==> src/rtl/mealy_scan_ctrl.sv <==
// ---------------------------------------------------------------------------
// mealy_scan_ctrl
//
// Word-level sequencer for a bit-serial overlapping Mealy sequence detector.
// Takes one parallel word over a valid/ready handshake and clears the
// detector for one cycle. It then shifts the word out MSB-first on o_x and
// samples the detector's same-cycle output at the edge that ends each bit
// cycle. When the word is finished it reports the number of detections
// (and optionally a per-bit hit mask) alongside a one-cycle o_done pulse.
//
// Handshake: a word is accepted on a rising edge where i_valid=1 and
// o_ready=1. o_ready is high only in IDLE. i_valid seen while o_ready=0 is
// ignored, and the producer holds i_valid/i_data until the accepting edge.
//
// Optional feature macro: SCAN_HIT_MASK_EN
//   defined   -> o_hit_mask port and mask registers exist
//   undefined -> only o_count is reported; timing is unchanged
//
// Parameters:
//   WIDTH  bits per scanned word (>= 2)
//   CNT_W  detection counter width, 2**CNT_W > WIDTH
//
// Ports:
//   i_clk           clock, rising edge
//   i_rst_b         asynchronous active-low reset
//   i_valid/i_data  word request / word to scan (bit WIDTH-1 first)
//   o_ready         controller can accept a word (IDLE)
//   o_x             serial bit to the detector
//   o_det_rst_b     active-low detector reset, low for the CLR cycle
//   i_seq_detected  detector output (Mealy, same cycle as o_x)
//   o_done          one-cycle result-valid pulse
//   o_count         detections in the last completed word
//   o_hit_mask      per-bit hit flags (SCAN_HIT_MASK_EN only)
//   o_dbg_state     current FSM state, for debug/checkers
// ---------------------------------------------------------------------------
module mealy_scan_ctrl #(
  parameter int WIDTH = 8,
  parameter int CNT_W = 4
) (
  input  logic             i_clk,
  input  logic             i_rst_b,
  input  logic             i_valid,
  input  logic [WIDTH-1:0] i_data,
  output logic             o_ready,
  output logic             o_x,
  output logic             o_det_rst_b,
  input  logic             i_seq_detected,
  output logic             o_done,
  output logic [CNT_W-1:0] o_count,
`ifdef SCAN_HIT_MASK_EN
  output logic [WIDTH-1:0] o_hit_mask,
`endif
  output logic [1:0]       o_dbg_state
);

  localparam int IDX_W = (WIDTH > 2) ? $clog2(WIDTH) : 1;
  localparam logic [IDX_W-1:0] LAST_IDX = IDX_W'(WIDTH - 1);

  typedef enum logic [1:0] {
    ST_IDLE  = 2'd0,
    ST_CLR   = 2'd1,
    ST_SHIFT = 2'd2,
    ST_DONE  = 2'd3
  } state_t;

  state_t             state_q, state_d;
  logic [WIDTH-1:0]   sh_q, sh_d;
  logic [IDX_W-1:0]   idx_q, idx_d;
  logic [CNT_W-1:0]   cnt_q, cnt_d;       // running count for the word in flight
  logic [CNT_W-1:0]   count_q, count_d;   // published result
  logic               ready_q, ready_d;
  logic               x_q, x_d;
  logic               det_rst_b_q, det_rst_b_d;
  logic               done_q, done_d;
`ifdef SCAN_HIT_MASK_EN
  logic [WIDTH-1:0]   macc_q, macc_d;     // running hit mask for the word in flight
  logic [WIDTH-1:0]   hit_mask_q, hit_mask_d;
`endif

  always_comb begin
    state_d  = state_q;
    sh_d     = sh_q;
    idx_d    = idx_q;
    cnt_d    = cnt_q;
    count_d  = count_q;
`ifdef SCAN_HIT_MASK_EN
    macc_d     = macc_q;
    hit_mask_d = hit_mask_q;
`endif

    case (state_q)
      ST_IDLE: begin
        if (i_valid) begin
          sh_d    = i_data;
          idx_d   = '0;
          cnt_d   = '0;
`ifdef SCAN_HIT_MASK_EN
          macc_d  = '0;
`endif
          state_d = ST_CLR;
        end
      end
      ST_CLR: begin
        // Detector is held in reset this cycle; its output is not sampled.
        state_d = ST_SHIFT;
      end
      ST_SHIFT: begin
        sh_d  = {sh_q[WIDTH-2:0], 1'b0};
        idx_d = idx_q + IDX_W'(1);
        cnt_d = cnt_q + CNT_W'(i_seq_detected);
`ifdef SCAN_HIT_MASK_EN
        // Shifting hits in from the LSB leaves the flag for bit index k
        // at position WIDTH-1-k once all WIDTH samples are taken.
        macc_d = {macc_q[WIDTH-2:0], i_seq_detected};
`endif
        if (idx_q == LAST_IDX) begin
          idx_d      = '0;
          count_d    = cnt_d;
`ifdef SCAN_HIT_MASK_EN
          hit_mask_d = macc_d;
`endif
          state_d    = ST_DONE;
        end
      end
      ST_DONE: begin
        state_d = ST_IDLE;
      end
      default: begin
        state_d = ST_IDLE;
      end
    endcase

    // Outputs are registered: each reflects the state being entered.
    ready_d     = (state_d == ST_IDLE);
    x_d         = (state_d == ST_SHIFT) && sh_d[WIDTH-1];
    det_rst_b_d = (state_d != ST_CLR);
    done_d      = (state_d == ST_DONE);
  end

  always_ff @(posedge i_clk or negedge i_rst_b) begin
    if (!i_rst_b) begin
      state_q     <= ST_IDLE;
      sh_q        <= '0;
      idx_q       <= '0;
      cnt_q       <= '0;
      count_q     <= '0;
      ready_q     <= 1'b1;
      x_q         <= 1'b0;
      det_rst_b_q <= 1'b0;
      done_q      <= 1'b0;
`ifdef SCAN_HIT_MASK_EN
      macc_q      <= '0;
      hit_mask_q  <= '0;
`endif
    end else begin
      state_q     <= state_d;
      sh_q        <= sh_d;
      idx_q       <= idx_d;
      cnt_q       <= cnt_d;
      count_q     <= count_d;
      ready_q     <= ready_d;
      x_q         <= x_d;
      det_rst_b_q <= det_rst_b_d;
      done_q      <= done_d;
`ifdef SCAN_HIT_MASK_EN
      macc_q      <= macc_d;
      hit_mask_q  <= hit_mask_d;
`endif
    end
  end

  assign o_ready     = ready_q;
  assign o_x         = x_q;
  assign o_det_rst_b = det_rst_b_q;
  assign o_done      = done_q;
  assign o_count     = count_q;
`ifdef SCAN_HIT_MASK_EN
  assign o_hit_mask  = hit_mask_q;
`endif
  assign o_dbg_state = state_q;

endmodule

==> config.mk <==
export PLATFORM = sky130hd
export DESIGN_NAME = mealy_scan_ctrl
export DESIGN_NICKNAME = d
export VERILOG_FILES = /design/src/rtl/mealy_scan_ctrl.sv
export SDC_FILE = /design/constraint.sdc
export NUM_CORES = 1
export LEC_CHECK = 0
export ABC_CLOCK_PERIOD_IN_PS = 1300
export CAP_MARGIN = 10
export CORE_ASPECT_RATIO = 1.25
export CORE_MARGIN = 2
export CORE_UTILIZATION = 30
export DETAILED_ROUTE_END_ITERATION = 12
export PLACE_DENSITY = 0.54
export SKIP_CTS_REPAIR_TIMING = 1
export SYNTH_ARGS = -nofsm -noshare
export SYNTH_HDL_FRONTEND = slang
export SYNTH_SLANG_ARGS = --single-unit
==> constraint.sdc <==
create_clock -name i_clk -period 1.3 [get_ports i_clk]
set_input_delay 0.195 -clock i_clk [delete_from_list [all_inputs] [get_ports i_clk]]
set_output_delay 0.195 -clock i_clk [all_outputs]
set_load 0.01 [all_outputs]
== After elaboration in Yosys (flattened, before gate mapping) ==
Index checks and enable logic that the tools add are counted.

* Add/sub/neg operators: 2
* Eq/ne operators: 8
* Multiplexer cells: 10
* Reduce and logical (&&, ||, !) cells: 6

{| class="wikitable"
|+ Operator list
! cell !! number
|-
| $pmux W8 S2 || 1
|-
| $eq A2 B2 Y1 const B || 4
|-
| $mux W8 || 1
|-
| $pmux W2 S4 || 1
|-
| $pmux W4 S2 || 1
|-
| $mux W3 || 2
|-
| $pmux W3 S2 || 1
|-
| $add A4 B1 Y4 || 1
|-
| $logic_not A2 Y1 || 2
|-
| $mux W2 || 2
|-
| $mux W4 || 1
|-
| $reduce_and A2 Y1 || 2
|-
| $add A3 B1 Y3 const B || 1
|-
| $eq A3 B3 Y1 const B || 1
|-
| $eq A2 B1 Y1 const B || 1
|-
| $ne A2 B1 Y1 const B || 1
|-
| $ne A2 B2 Y1 const B || 1
|-
| $reduce_bool A2 Y1 || 1
|-
| $logic_and A1 B1 Y1 || 1
|}

* Flip-flop bits (word level): 25
* Bits of input ports: 12
* Output and inout bits: 10
* Word-level logic and storage cells: 36

== Logic depth before layout (Yosys ltp) ==
* Depth after elaboration: 5
* Mapped depth: 6

== Worst setup path after synthesis ==
Ideal clock, no wire load.

* Path type: register -> register
* Start point: reg state_q[0], in the netlist o_dbg_state[0]
* End point: reg cnt_q[2]
* Library setup time: 0.134 ns
* Data arrival time: 1.414 ns
* Required time: 1.166 ns
* Path slack: -0.249 ns
* Cell stages (with the launch flop): 7
* Period minus slack after synthesis: 1.549 ns
* Path through: dfrtp_1 > inv_1 > ha_1 > nor2b_1 > buf_2 > a222oi_1 > o21ai_1

* Cells in the longest elaborated chain, start to end: 3

{| class="wikitable"
|+ RTL lines
! what !! RTL line !! text
|-
| from (decl) || 66 || <nowiki>state_t state_q, state_d;</nowiki>
|-
| from (signal assigned) || 156 || <nowiki>state_q <= state_d;</nowiki>
|-
| $eq A2 B2 Y1 / $logic_not A2 Y1 (equally long branches) || 91 || <nowiki>case (state_q)</nowiki>
|-
| $reduce_bool A2 Y1 (no line) / $ne A2 B2 Y1 (equally long branches) || -- ||
|-
| $reduce_and A2 Y1 (no line) || -- ||
|-
| to (signal assigned) || 159 || <nowiki>cnt_q <= cnt_d;</nowiki>
|-
| to (decl) || 69 || <nowiki>logic [CNT_W-1:0] cnt_q, cnt_d;</nowiki>
|}

Parallel ways exist; a longest one is shown, timed or not.
A chain may end at the register's enable or synchronous reset.

== Final worst setup path ==
* Start point: reg state_q[1], in the netlist o_dbg_state[1]
* End point: reg x_q, in the netlist o_x

{| class="wikitable"
|+ RTL lines
! what !! RTL line !! text
|-
| $eq A2 B2 Y1 / $logic_not A2 Y1 (equally long branches) || 91 ||
|-
| $pmux W8 S2 * || 91 ||
|-
| named net sh_d[7] || 67 || <nowiki>logic [WIDTH-1:0] sh_q, sh_d;</nowiki>
|-
| $logic_and A1 B1 Y1 * || 135 || <nowiki>x_d = (state_d == ST_SHIFT) && sh_d[WIDTH-1];</nowiki>
|-
| named net x_d || 72 || <nowiki>logic x_q, x_d;</nowiki>
|-
| to (signal assigned) || 148 || <nowiki>x_q <= 1'b0;</nowiki>
|-
| to (signal assigned) || 162 || <nowiki>x_q <= x_d;</nowiki>
|-
| to (decl) || 72 ||
|}

The timed path passes the listed nets; every way through them passes the cells marked *.

==> results.cfg <==
[synth]
synth.distinct_cells = 32
synthesis.area_um2 = 1350
synth_xor_area_share_pct = 0.648
synth_top_family_by_area = multiplexers
yosys.area_share.simple_pct = 9.91
ys_seq_area_share_pct = 46.4
synth_cells = 119
synthMuxAreaShare_pct = 17.2
yosys_register_bits = 25
yosysWarnings = 0
synth_compound_area_share_pct = 15.7
synth_fp_nets = 137
synth.avg_cell_area_um2 = 11.4
synth_fa_ha_area_share_pct = 5.56

[clocking]
numCtsBuffers = 3
cts.sinks = 25
htree_levels = 1
clockBufferDepth = 2
cts_tree = built
clockRootBuffer = clkbuf_8
path_clk_slew_ns = 0.09
clk_latency_ns = 0.26

[pwr]
p_leak_nw = 1.03
peakVddDrop_uv = 1210
p_total_w = 0.00511
p_per_area_nw_per_um2 = 2420

[die]
die_h_um = 79.0
io_pins = 22
rows = 27
core_area_um2 = 4360
die_w_um = 64.0
start_util_pct = 31.0
dieArea_um2 = 5060

[route]
wl_mm = 3.22
drc_errors = 0
dr_total_vias = 1132
via_per_inst = 4.92
drt_pass1_iterations = 4
antenna_left = 0
drtIter0Drc = 32
wl_per_cell_um = 14.0

[timing]
max_freq_ghz = 0.671
setup_viol = 23
slew-limit-headroom_pct = 74.3
drv_slew = 0
finalWorstSetupSlack_ns = -0.191
fin_crit_sh_pct = 115
worstMarginPinSlew_ns = 0.381
period_minus_slack_ns = 1.49
tns_ns = -2.33
rsz0062_at_grt = yes
skew_ns = 0.00466
finalHoldViolCount = 0

[critical_path]
end_kind = flip-flop
critPathArrivalTime_ns = 1.65
setup.worst_path.end = o_x
start_kind = flip-flop
critPathKind = flip-flop to flip-flop
r2r-start = o_dbg_state[1]
rr_worst_depth = 6
timing.rr.end = o_x
startpoint = o_dbg_state[1]
worst-path-max-fanout = 6
r2r_slack_ns = -0.19
critPathRequiredTime_ns = 1.46

[layout]
area_growth_pct = 56.4
layout_commonest_cell = buf_4
antennaDiodeCount = 0
fin_util_pct = 48.5
layout.nets = 191
final_area_um2 = 2110
final_layout_size_suffix_gt1_share_pct = 36.0
layout_common_cells = buf_4, dfrtp_1, mux2i_1

[global_routing]
grt_pass1_vias = 1153
grt_pass1_wl_mm = 5.29
antenna_found_initial = 0
grt_max_degree = 26
overflow = 0
track_usage_pct = 13.1

[worst_hold_path]
hold_path_class = input port to async pin

[outcome]
violations = negative setup slack
status = finished with violations

[placement]
numPortBuffers = 21
place_area_um2 = 1810
dp_hpwl_mm = 2.16
gp_congestion = 0.813

[job]
cap_violations = 0
[cell type report]
class / instances / area [um^2]
clock buffers: 4 / 45.0
multi-input cells: 84 / 771
fillers: 398 / 2240
well taps: 58 / 72.6
flip-flops and latches: 25 / 627
repair buffers: 55 / 581
inverters: 4 / 17.5
[layer usage]
metal	GRT usage, %	vias to the layer above	routed length (um)
met5	0	-	0
met4	2.61	0	13
met1	16.6	571	1430
li1	-	543	-
met3	2.41	2	100
met2	23.1	16	1670
[worst max-delay path, cell delays in order, from the launching register on]
cell and delay [ns]:
dfrtp_1 0.39, buf_4 0.14, ha_4 0.16, buf_6 0.13
and2_4 0.13, a221o_1 0.27, nor3b_2 0.16
[through the flow]
stage,cells,hold slack (ns),setup slack (ns)
floorplan,119,-0.101,-0.145
detailed placement,211,0.488,-0.407
global placement,211,0.467,-0.382
CTS,215,0.286,-0.243
finish,230,0.278,-0.191
global route,230,0.291,-0.260
[synthesized netlist by cell type]
cell | count | area [um^2]
a221o_1 | 7 | 70.1
a222oi_1 | 1 | 10.0
a22o_1 | 1 | 8.76
a22oi_1 | 4 | 30.0
a31o_2 | 1 | 8.76
a31oi_1 | 1 | 6.26
a32oi_1 | 1 | 8.76
and2_1 | 2 | 12.5
and2_4 | 1 | 8.76
buf_2 | 4 | 20.0
buf_4 | 2 | 15.0
buf_6 | 1 | 11.3
dfrtp_1 | 24 | 601
dfstp_2 | 1 | 26.3
ha_1 | 6 | 75.1
inv_1 | 4 | 15.0
mux2_1 | 5 | 56.3
mux2_2 | 5 | 56.3
mux2i_1 | 12 | 120
nand2_1 | 4 | 15.0
nand2b_1 | 2 | 12.5
nand3_1 | 1 | 5.00
nor2_1 | 10 | 37.5
nor2b_1 | 4 | 25.0
nor3_1 | 1 | 5.00
nor3b_2 | 1 | 12.5
o21ai_0 | 6 | 30.0
o21ai_1 | 3 | 15.0
o21ai_2 | 1 | 8.76
o31a_1 | 1 | 8.76
o31ai_1 | 1 | 7.51
xor2_1 | 1 | 8.76
[how the worst min path moves through the flow]
stage,startpoint,endpoint,slack [ns]
after CTS,i_rst_b,o_count[1],0.29
after global placement,o_count[3],o_count[3],0.47
final,i_rst_b,sh_q[3],0.28
after detailed placement,o_count[3],o_count[3],0.49
after floorplan,i_rst_b,cnt_q[0],-0.10
after global routing,i_rst_b,o_count[0],0.29
[cells by family after synthesis]
family,count (synthesis)
AO/OA/AOI/OAI,28
AND/OR/NAND/NOR,26
flip-flops,25
multiplexers,22
buffers and inverters,11
adder cells (fa/ha/maj),6
XOR/XNOR,1
[sequential cells by signal, indices dropped and copies added, names as in the netlist]
register and count:
o_count 4, idx_q 3, o_dbg_state 2, o_ready 1, o_det_rst_b 1, sh_q 8, cnt_q 4, o_x 1
o_done 1
[power by group]
part           total, W  internal (W)  switching, W
clock          0.000462      0.000219      0.000244
sequential      0.00137       0.00113      0.000236
combinational   0.00328       0.00195       0.00133
(Power assumes the default switching activity.)
